--- config.mk ---
export PLATFORM = sky130hd
export DESIGN_NAME = multicycle_control
export DESIGN_NICKNAME = d
export VERILOG_FILES = /design/src/rtl/multicycle_control_pkg.sv /design/src/rtl/multicycle_control_mem_wait_timer.sv /design/src/rtl/multicycle_control.sv
export SDC_FILE = /design/constraint.sdc
export NUM_CORES = 1
export LEC_CHECK = 0
export CELL_PAD_IN_SITES_DETAIL_PLACEMENT = 2
export CELL_PAD_IN_SITES_GLOBAL_PLACEMENT = 2
export CORE_MARGIN = 1
export CORE_UTILIZATION = 23
export DETAILED_ROUTE_END_ITERATION = 10
export GPL_TIMING_DRIVEN = 0
export MAX_ROUTING_LAYER = met4
export PLACE_DENSITY = 0.79
export REMOVE_ABC_BUFFERS = 1
export SYNTH_ARGS = -nofsm -noshare
export SYNTH_HDL_FRONTEND = slang
export SYNTH_SLANG_ARGS = --single-unit
--- constraint.sdc ---
create_clock -name clk -period 1.5 [get_ports clk]
set_input_delay 0.15 -clock clk [delete_from_list [all_inputs] [get_ports clk]]
set_output_delay 0.15 -clock clk [all_outputs]
set_load 0.05 [all_outputs]
--- src/rtl/multicycle_control_pkg.sv ---
// Shared encodings for the multi-cycle MIPS control path: opcodes, FSM states,
// ALUOp codes (also used by ALU_Control) and datapath mux selects.
package multicycle_control_pkg;

  localparam logic [5:0] OP_RTYPE = 6'b000000;
  localparam logic [5:0] OP_LW    = 6'b100011;
  localparam logic [5:0] OP_SW    = 6'b101011;
  localparam logic [5:0] OP_BEQ   = 6'b000100;
  localparam logic [5:0] OP_J     = 6'b000010;
  localparam logic [5:0] OP_ADDI  = 6'b001000;

  localparam logic [1:0] ALUOP_ADD   = 2'b00;
  localparam logic [1:0] ALUOP_SUB   = 2'b01;
  localparam logic [1:0] ALUOP_FUNCT = 2'b10;

  localparam logic [1:0] SRCB_RT      = 2'b00;
  localparam logic [1:0] SRCB_FOUR    = 2'b01;
  localparam logic [1:0] SRCB_IMM     = 2'b10;
  localparam logic [1:0] SRCB_IMM_SH2 = 2'b11;

  localparam logic [1:0] PCSRC_ALU    = 2'b00;
  localparam logic [1:0] PCSRC_ALUOUT = 2'b01;
  localparam logic [1:0] PCSRC_JUMP   = 2'b10;

  typedef enum logic [3:0] {
    S_FETCH  = 4'd0,
    S_DECODE = 4'd1,
    S_MEMADR = 4'd2,
    S_MEMRD  = 4'd3,
    S_MEMWB  = 4'd4,
    S_MEMWR  = 4'd5,
    S_EXEC   = 4'd6,
    S_ALUWB  = 4'd7,
    S_BRANCH = 4'd8,
    S_JUMP   = 4'd9,
    S_IEXEC  = 4'd10,
    S_IWB    = 4'd11,
    S_FAULT  = 4'd12
  } state_e;

  typedef struct packed {
    logic       mem_req;
    logic       mem_write;
    logic       iord;
    logic       ir_write;
    logic       pc_en;
    logic [1:0] pc_src;
    logic       reg_write;
    logic       reg_dst;
    logic       mem_to_reg;
    logic       alu_src_a;
    logic [1:0] alu_src_b;
    logic [1:0] alu_op;
    logic       instr_done;
    logic       fault;
  } ctrl_t;

  // States that drive mem_req and therefore run the wait-cycle timer.
  function automatic logic is_mem_state(state_e s);
    return (s == S_FETCH) || (s == S_MEMRD) || (s == S_MEMWR);
  endfunction

endpackage

--- src/rtl/multicycle_control_mem_wait_timer.sv ---
// Counts consecutive wait cycles of one memory access; expired flags the
// last wait cycle allowed before the access is declared stuck.
module multicycle_control_mem_wait_timer #(
  parameter int MEM_TIMEOUT = 15,
  parameter int TMR_W       = 8
) (
  input  logic clk,
  input  logic rst,
  input  logic clear,
  input  logic count,
  output logic expired
);

  logic [TMR_W-1:0] tmr_q;

  always_ff @(posedge clk or negedge rst) begin
    if (!rst) begin
      tmr_q <= '0;
    end else if (clear) begin
      tmr_q <= '0;
    end else if (count) begin
      tmr_q <= tmr_q + 1'b1;
    end
  end

  assign expired = (tmr_q == TMR_W'(MEM_TIMEOUT - 1));

endmodule

--- src/rtl/multicycle_control.sv ---
// Main control FSM of the multi-cycle MIPS core: sequences FETCH/DECODE/execute/
// memory/writeback over one shared req/ready memory and faults on stuck accesses.
module multicycle_control
  import multicycle_control_pkg::*;
#(
  parameter int OPCODE_W    = 6,
  parameter int ALUOP_W     = 2,
  parameter int MEM_TIMEOUT = 15,
  parameter int TMR_W       = 8
) (
  input  logic                clk,
  input  logic                rst,
  input  logic [OPCODE_W-1:0] opcode,
  input  logic                zero,
  input  logic                mem_ready,
  output logic                mem_req,
  output logic                mem_write,
  output logic                iord,
  output logic                ir_write,
  output logic                pc_en,
  output logic [1:0]          pc_src,
  output logic                reg_write,
  output logic                reg_dst,
  output logic                mem_to_reg,
  output logic                alu_src_a,
  output logic [1:0]          alu_src_b,
  output logic [ALUOP_W-1:0]  alu_op,
  output logic                instr_done,
  output logic                fault,
  output logic [3:0]          dbg_state
);

  state_e state_q, state_d;
  ctrl_t  c;
  logic   in_mem;
  logic   tmr_expired;

  assign in_mem = is_mem_state(state_q);

  // Timer sits at zero outside memory states, so every access starts fresh.
  multicycle_control_mem_wait_timer #(
    .MEM_TIMEOUT (MEM_TIMEOUT),
    .TMR_W       (TMR_W)
  ) u_timer (
    .clk     (clk),
    .rst     (rst),
    .clear   (!in_mem || mem_ready),
    .count   (in_mem && !mem_ready),
    .expired (tmr_expired)
  );

  always_comb begin
    state_d = state_q;
    case (state_q)
      S_FETCH: begin
        if (mem_ready)        state_d = S_DECODE;
        else if (tmr_expired) state_d = S_FAULT;
      end
      S_DECODE: begin
        case (opcode)
          OP_RTYPE:     state_d = S_EXEC;
          OP_LW, OP_SW: state_d = S_MEMADR;
          OP_BEQ:       state_d = S_BRANCH;
          OP_J:         state_d = S_JUMP;
          OP_ADDI:      state_d = S_IEXEC;
          default:      state_d = S_FAULT;
        endcase
      end
      S_MEMADR: state_d = (opcode == OP_SW) ? S_MEMWR : S_MEMRD;
      S_MEMRD: begin
        if (mem_ready)        state_d = S_MEMWB;
        else if (tmr_expired) state_d = S_FAULT;
      end
      S_MEMWR: begin
        if (mem_ready)        state_d = S_FETCH;
        else if (tmr_expired) state_d = S_FAULT;
      end
      S_EXEC:  state_d = S_ALUWB;
      S_IEXEC: state_d = S_IWB;
      S_MEMWB, S_ALUWB, S_BRANCH, S_JUMP, S_IWB: state_d = S_FETCH;
      S_FAULT: state_d = S_FAULT;
      default: state_d = S_FAULT;
    endcase
  end

  always_ff @(posedge clk or negedge rst) begin
    if (!rst) begin
      state_q <= S_FETCH;
    end else begin
      state_q <= state_d;
    end
  end

  // Strobes depend on mem_ready/zero in the same cycle, so decode is combinational.
  always_comb begin
    c = '0;
    case (state_q)
      S_FETCH: begin
        c.mem_req   = 1'b1;
        c.alu_src_b = SRCB_FOUR;
        c.alu_op    = ALUOP_ADD;
        if (mem_ready) begin
          c.ir_write = 1'b1;
          c.pc_en    = 1'b1;
          c.pc_src   = PCSRC_ALU;
        end
      end
      S_DECODE: begin
        c.alu_src_b = SRCB_IMM_SH2;
        c.alu_op    = ALUOP_ADD;
      end
      S_MEMADR: begin
        c.alu_src_a = 1'b1;
        c.alu_src_b = SRCB_IMM;
        c.alu_op    = ALUOP_ADD;
      end
      S_MEMRD: begin
        c.mem_req = 1'b1;
        c.iord    = 1'b1;
      end
      S_MEMWB: begin
        c.reg_write  = 1'b1;
        c.mem_to_reg = 1'b1;
        c.instr_done = 1'b1;
      end
      S_MEMWR: begin
        c.mem_req    = 1'b1;
        c.mem_write  = 1'b1;
        c.iord       = 1'b1;
        c.instr_done = mem_ready;
      end
      S_EXEC: begin
        c.alu_src_a = 1'b1;
        c.alu_src_b = SRCB_RT;
        c.alu_op    = ALUOP_FUNCT;
      end
      S_ALUWB: begin
        c.reg_write  = 1'b1;
        c.reg_dst    = 1'b1;
        c.instr_done = 1'b1;
      end
      S_BRANCH: begin
        c.alu_src_a  = 1'b1;
        c.alu_src_b  = SRCB_RT;
        c.alu_op     = ALUOP_SUB;
        c.pc_src     = PCSRC_ALUOUT;
        c.pc_en      = zero;
        c.instr_done = 1'b1;
      end
      S_JUMP: begin
        c.pc_src     = PCSRC_JUMP;
        c.pc_en      = 1'b1;
        c.instr_done = 1'b1;
      end
      S_IEXEC: begin
        c.alu_src_a = 1'b1;
        c.alu_src_b = SRCB_IMM;
        c.alu_op    = ALUOP_ADD;
      end
      S_IWB: begin
        c.reg_write  = 1'b1;
        c.instr_done = 1'b1;
      end
      S_FAULT: c.fault = 1'b1;
      default: c = '0;
    endcase
    if (!rst) c = '0;
  end

  assign mem_req    = c.mem_req;
  assign mem_write  = c.mem_write;
  assign iord       = c.iord;
  assign ir_write   = c.ir_write;
  assign pc_en      = c.pc_en;
  assign pc_src     = c.pc_src;
  assign reg_write  = c.reg_write;
  assign reg_dst    = c.reg_dst;
  assign mem_to_reg = c.mem_to_reg;
  assign alu_src_a  = c.alu_src_a;
  assign alu_src_b  = c.alu_src_b;
  assign alu_op     = ALUOP_W'(c.alu_op);
  assign instr_done = c.instr_done;
  assign fault      = c.fault;
  assign dbg_state  = state_q;

endmodule

Word-level counts from Yosys, hierarchy flattened. Index checks and enable logic that the tools add are counted.

Add/sub/neg operators: 1. Eq/ne operators: 18. Multiplexer cells: 23. Reduce and logical (&&, ||, !) cells: 16.

Operators by type and width (number): one-hot mux 4 bit (5 select lines) (2); one-hot mux 4 bit (8 select lines) (1); equality test 4 bit (second input constant) (5); two-way mux 4 bit (5); two-way mux 17 bit (1); equality test 4 x 3 -> 1 bit (second input constant) (4); two-way mux 8 bit (2); equality test 6 bit (second input constant) (2); two-way mux 1 bit (9); one-hot mux 3 bit (3 select lines) (1); adder 8 x 1 -> 8 bit (second input constant) (1); equality test 4 x 2 -> 1 bit (second input constant) (2); equality test 8 x 4 -> 1 bit (second input constant) (1); equality test 6 x 2 -> 1 bit (second input constant) (1); equality test 6 x 3 -> 1 bit (second input constant) (1); equality test 6 x 4 -> 1 bit (second input constant) (1); logical NOT 6 bit (1); OR reduction 2 bit (3); OR reduction 3 bit (2); OR reduction 5 bit (1); equality test 4 x 1 -> 1 bit (second input constant) (1); logical NOT 4 bit (1); OR reduction 4 bit (1); logical OR 1 bit (3); other kinds (5) (6).

Bits in registers: 12. Logic and storage cells: 60.

Longest topological paths before layout.
Depth after elaboration: 6. Gate-level depth with buffers: 6.

Cells and area by module. A second synthesis with hierarchy kept.

Cells, all modules: 137. Area total of the unflattened synthesis: 1049.8 µm².

By module, submodules not included: multicycle_control (times used 1, cells each 95, area each 623.1 µm²); multicycle_control_mem_wait_timer (times used 1, cells each 42, area each 426.7 µm²).

Worst setup path before layout. No wires, ideal clock.

Path type: flip-flop to output port. Start: register state_q[0] (netlist: dbg_state[0]). End: output port pc_en. Data arrival time: 3523 ps. Data required time: 1350 ps. Setup slack: -2173 ps. Cell stages (with the launch flop): 4. Path buffers: 1. Cells stage by stage: dfrtp_1 > buf_2 > nor2_1 > a2111oi_0.

Longest elaborated chain between the ends: 3. Elaborated cells between the ends (all ways): 5. Classes of those cells: eq/ne (2); mux (2); reduce/logical (1).

RTL lines: from (decl) (line multicycle_control.sv:33) `state_e state_q, state_d;`; from (signal assigned) (line multicycle_control.sv:90) `state_q <= state_d;`; equality test 4 bit / logical NOT 4 bit (equally long branches) (line multicycle_control.sv:97) `case (state_q)`; one-hot mux 3 bit (3 select lines) (*) (line multicycle_control.sv:97); two-way mux 17 bit (*) (line multicycle_control.sv:167) `if (!rst) c = '0;`; to (decl) (line multicycle_control.sv:20) `output logic pc_en,`.

Mark *: on every way between the ends. The rest lies on a longest branch, timed or not.

Worst setup path in the final report.
Start: register state_q[0] (netlist: dbg_state[0]). End: register state_q[1] (netlist: dbg_state[1]).

Longest elaborated chain between the ends: 3. Elaborated cells between the ends (all ways): 14. Classes of those cells: eq/ne (11); mux (1); reduce/logical (2).

RTL lines: equality test 4 x 3 -> 1 bit / equality test 4 bit (equally long branches) (line multicycle_control.sv:54) `case (state_q)`; OR reduction 5 bit (no line); one-hot mux 4 bit (8 select lines) (*) (line multicycle_control.sv:54); net state_d[1] (line multicycle_control.sv:33).

The timed path passes the listed nets; every way through them passes the cells marked *. A chain may end at the register's enable or synchronous reset.

==> results.sh <==
export IMPL_outcome="complete, but fails checks"
export IMPL_violations="setup timing"
export IMPL_boundaryPins=31
export IMPL_p_sw_share_pct=50.9
export IMPL_multi_input_area_um2=923
export IMPL_path_clk_slew_ns=0.07
export IMPL_area_growth_pct=101
export IMPL_avgSynthCellArea_um2=7.81
export IMPL_final_hold_viol_count=0
export IMPL_diodes=0
export IMPL_antenna_left=0
export IMPL_core_area_mm2=0.00412
export IMPL_min_path_type="reg -> reg"
export IMPL_place_area_mm2=0.00134
export IMPL_grt_pass1_wl_um=7550
export IMPL_seqPwrFrac_pct=14.7
export IMPL_worstSetupPathType="reg -> reg"
export IMPL_rsz0062_at_grt="yes"
export IMPL_ys_top_cells_by_area="dfrtp_1, nor2_1, nand3_1, xor2_1, nand2b_1"
export IMPL_syn_cell_area_mm2=0.00101
export IMPL_clk_latency_ns=0.25
export IMPL_power_frac_comb_pct=76.6
export IMPL_cp_arrival_ns=2.00
export IMPL_finalCriticalPeriod_ns=1.84
export IMPL_die_w_um=68.4
export IMPL_vdd_ir_drop_max_v=0.000829
export IMPL_critPathCaptureType="register"
export IMPL_place_gp_congestion=0.754
export IMPL_ys_warn_count=0
export IMPL_cp_max_fo=5
export IMPL_start_util_pct=24.7
export IMPL_power_total_mw=4.28
export IMPL_p_leak_nw=0.840
export IMPL_critPathRequiredTime_ns=1.66
export IMPL_grt_max_degree=17
export IMPL_dr_pass1_iters=4
export IMPL_finalMaxSlewViolations=0
export IMPL_p_int_mw=2.10
export IMPL_dpl_hpwl_um=2480
export IMPL_drt_initial_drc_count=42
export IMPL_synth_seq_cells=12
export IMPL_route_vias_total=1295
export IMPL_netlist_instances=130
export IMPL_final_nets=208
export IMPL_overflow=0
export IMPL_final_util_pct=49.5
export IMPL_grtUsageTotal_pct=22.7
export IMPL_die_area_mm2=0.00468
export IMPL_dp_slack_ns=-1.31
export IMPL_fp_dieH_um=68.4
export IMPL_setup_viol=29
export IMPL_clock_skew_ns=0.00917
export IMPL_wl_um=5820
export IMPL_crit_path_start_kind="register"
export IMPL_power_switching_mw=2.18
export IMPL_yosys_area_top_type_share_pct=29.6
export IMPL_layout_drive_gt1_share_pct=56.9
export IMPL_fmax_ghz=0.544
export IMPL_period_share_pct=122
export IMPL_yosys_area_top_type="dfrtp_1"
export IMPL_design_area_mm2=0.00204
export IMPL_antenna_found_initial=0
export IMPL_drc=0
export IMPL_fp_row_count=23
export IMPL_io_buffer_count=30
export IMPL_fin_ws_ns=-0.337
export IMPL_cts_tree="done"
export IMPL_p_clk_share_pct=8.7
export IMPL_synth_cell_types=41
export IMPL_nFillCells=424
export IMPL_grt_pass1_vias=1367
export IMPL_tightestPinTransition_ns=0.597
export IMPL_p_per_area_mw_per_mm2=2100
export IMPL_seqCellArea_um2=309
export IMPL_cts_sinks=12
export IMPL_cts_inserted_buffers=3
export IMPL_relSlewSlack_pct=60.0
export IMPL_cts_root_buf="clkbuf_8"
export IMPL_viasPerCell=5.29
export IMPL_htreeDepth=1
export IMPL_cap_violations=0
export IMPL_clk_path_buf_depth=2
export IMPL_dpl_cell_count=203
export IMPL_avgRoutedWirePerCell_um=23.7
export IMPL_layout_cells_non_filler=245
export IMPL_ys_seq_area_share_pct=29.6
cells in the mapped netlist, drive strengths merged:
master,n
a2111o,1
a2111oi,1
a21oi,7
a221oi,1
a31oi,1
and2,1
and2b,2
and3,5
and3b,1
buf,3
clkbuf,4
dfrtp,12
ha,2
inv,4
mux2i,1
nand2,9
nand2b,6
nand3,9
nand4b,2
nor2,22
nor2b,1
nor3,5
nor3b,2
nor4,4
o2111ai,2
o211ai,3
o21ai,4
o21ba,1
o221ai,1
o31ai,1
o32ai,1
or2,1
or3,1
or4b,1
xnor2,3
xor2,5
state kept, by name, summed over array words and instances (netlist names):
signal,count
u_timer.tmr_q,8
dbg_state,4
stage by stage:
stage                     hold slack, ns  setup TNS, ns
after floorplan                   -0.146         -15.56
after global placement             0.519         -22.04
after detailed placement           0.537         -23.97
after CTS                          0.555          -1.68
after global routing               0.539          -5.47
final                              0.512          -4.29
cells in the final DEF, fill, tap and decap left out, types with 3 or more instances in the layout:
master / count
nor2_2: 8
nor2_4: 3
and3_1: 4
nor4_4: 3
buf_4: 28
xor2_1: 5
clkdlybuf4s15_2: 3
a21oi_1: 5
nand3_1: 7
clkbuf_8: 4
nor2_1: 11
dfrtp_2: 4
nand2_1: 8
clkdlybuf4s50_1: 7
nand2b_4: 3
buf_6: 22
dfrtp_1: 7
final timing paths:
kind,startpoint,to,slack [ns],depth (start not counted)
max,dbg_state[0],dbg_state[1],-0.34,6
min,u_timer.tmr_q[0],u_timer.tmr_q[0],0.51,1
max reg2reg,dbg_state[0],dbg_state[1],-0.34,6
min reg2reg,u_timer.tmr_q[0],u_timer.tmr_q[0],0.51,1
max in group asynchronous,rst,dbg_state[2],0.27,2
min in group asynchronous,rst,u_timer.tmr_q[5],0.79,2
logic make-up (layout without fill, tap and decap cells):
family / count (synthesis) / count (layout) / synth area share, %
buffers and inverters: 11 / 76 / 5.05
DFF: 12 / 12 / 29.6
AOI/OAI and AO/OA: 24 / 24 / 16.8
adders and majority gates: 2 / 2 / 2.47
xor gates and xnor gates: 8 / 8 / 6.91
muxes: 1 / 1 / 0.986
and+or+nand+nor: 72 / 72 / 38.2
per-layer routing:
layer / share of wire [%] / vias up / track usage (%)
li1: - / 598 / -
met1: 42 / 642 / 28.4
met2: 52 / 41 / 40.0
met3: 2.4 / 14 / 0.667
met4: 3.1 / 0 / 5.21
met5: 0 / - / -
final cells by class:
class / instances / share of cell area (%)
Clock buffer: 4 / 2.70
Inverter: 4 / 1.17
Multi-Input combinational cell: 107 / 45.3
Sequential cell: 12 / 15.2
Tap cell: 50 / 3.07
Timing Repair Buffer: 68 / 32.6
power groups by stage:
stage	Sequential, mW	Combinational [mW]	Clock [mW]
after detailed placement	0.658	1.64	0
after CTS	0.562	2.37	0.365
final	0.628	3.28	0.373
after global placement	0.643	1.59	0
after global routing	0.639	3.41	0.404
after floorplan	0.739	0.983	0
worst max-delay path, stage by stage (launching register included):
cell and delay (ns):
dfrtp_2 0.43, buf_4 0.16, buf_4 0.12, or4b_4 0.54, nor4_4 0.23, a21oi_1 0.09
o211ai_2 0.17
timing repair:
action                                  4_1_cts  5_1_grt
hold buffers                                  1        0
pin swaps                                     4        8
gates resized for setup                     155       55
endpoints found under the hold margin        12        0
endpoints found under the setup margin       33       31
buffers inserted                             25       13
(Power assumes the default switching activity.)
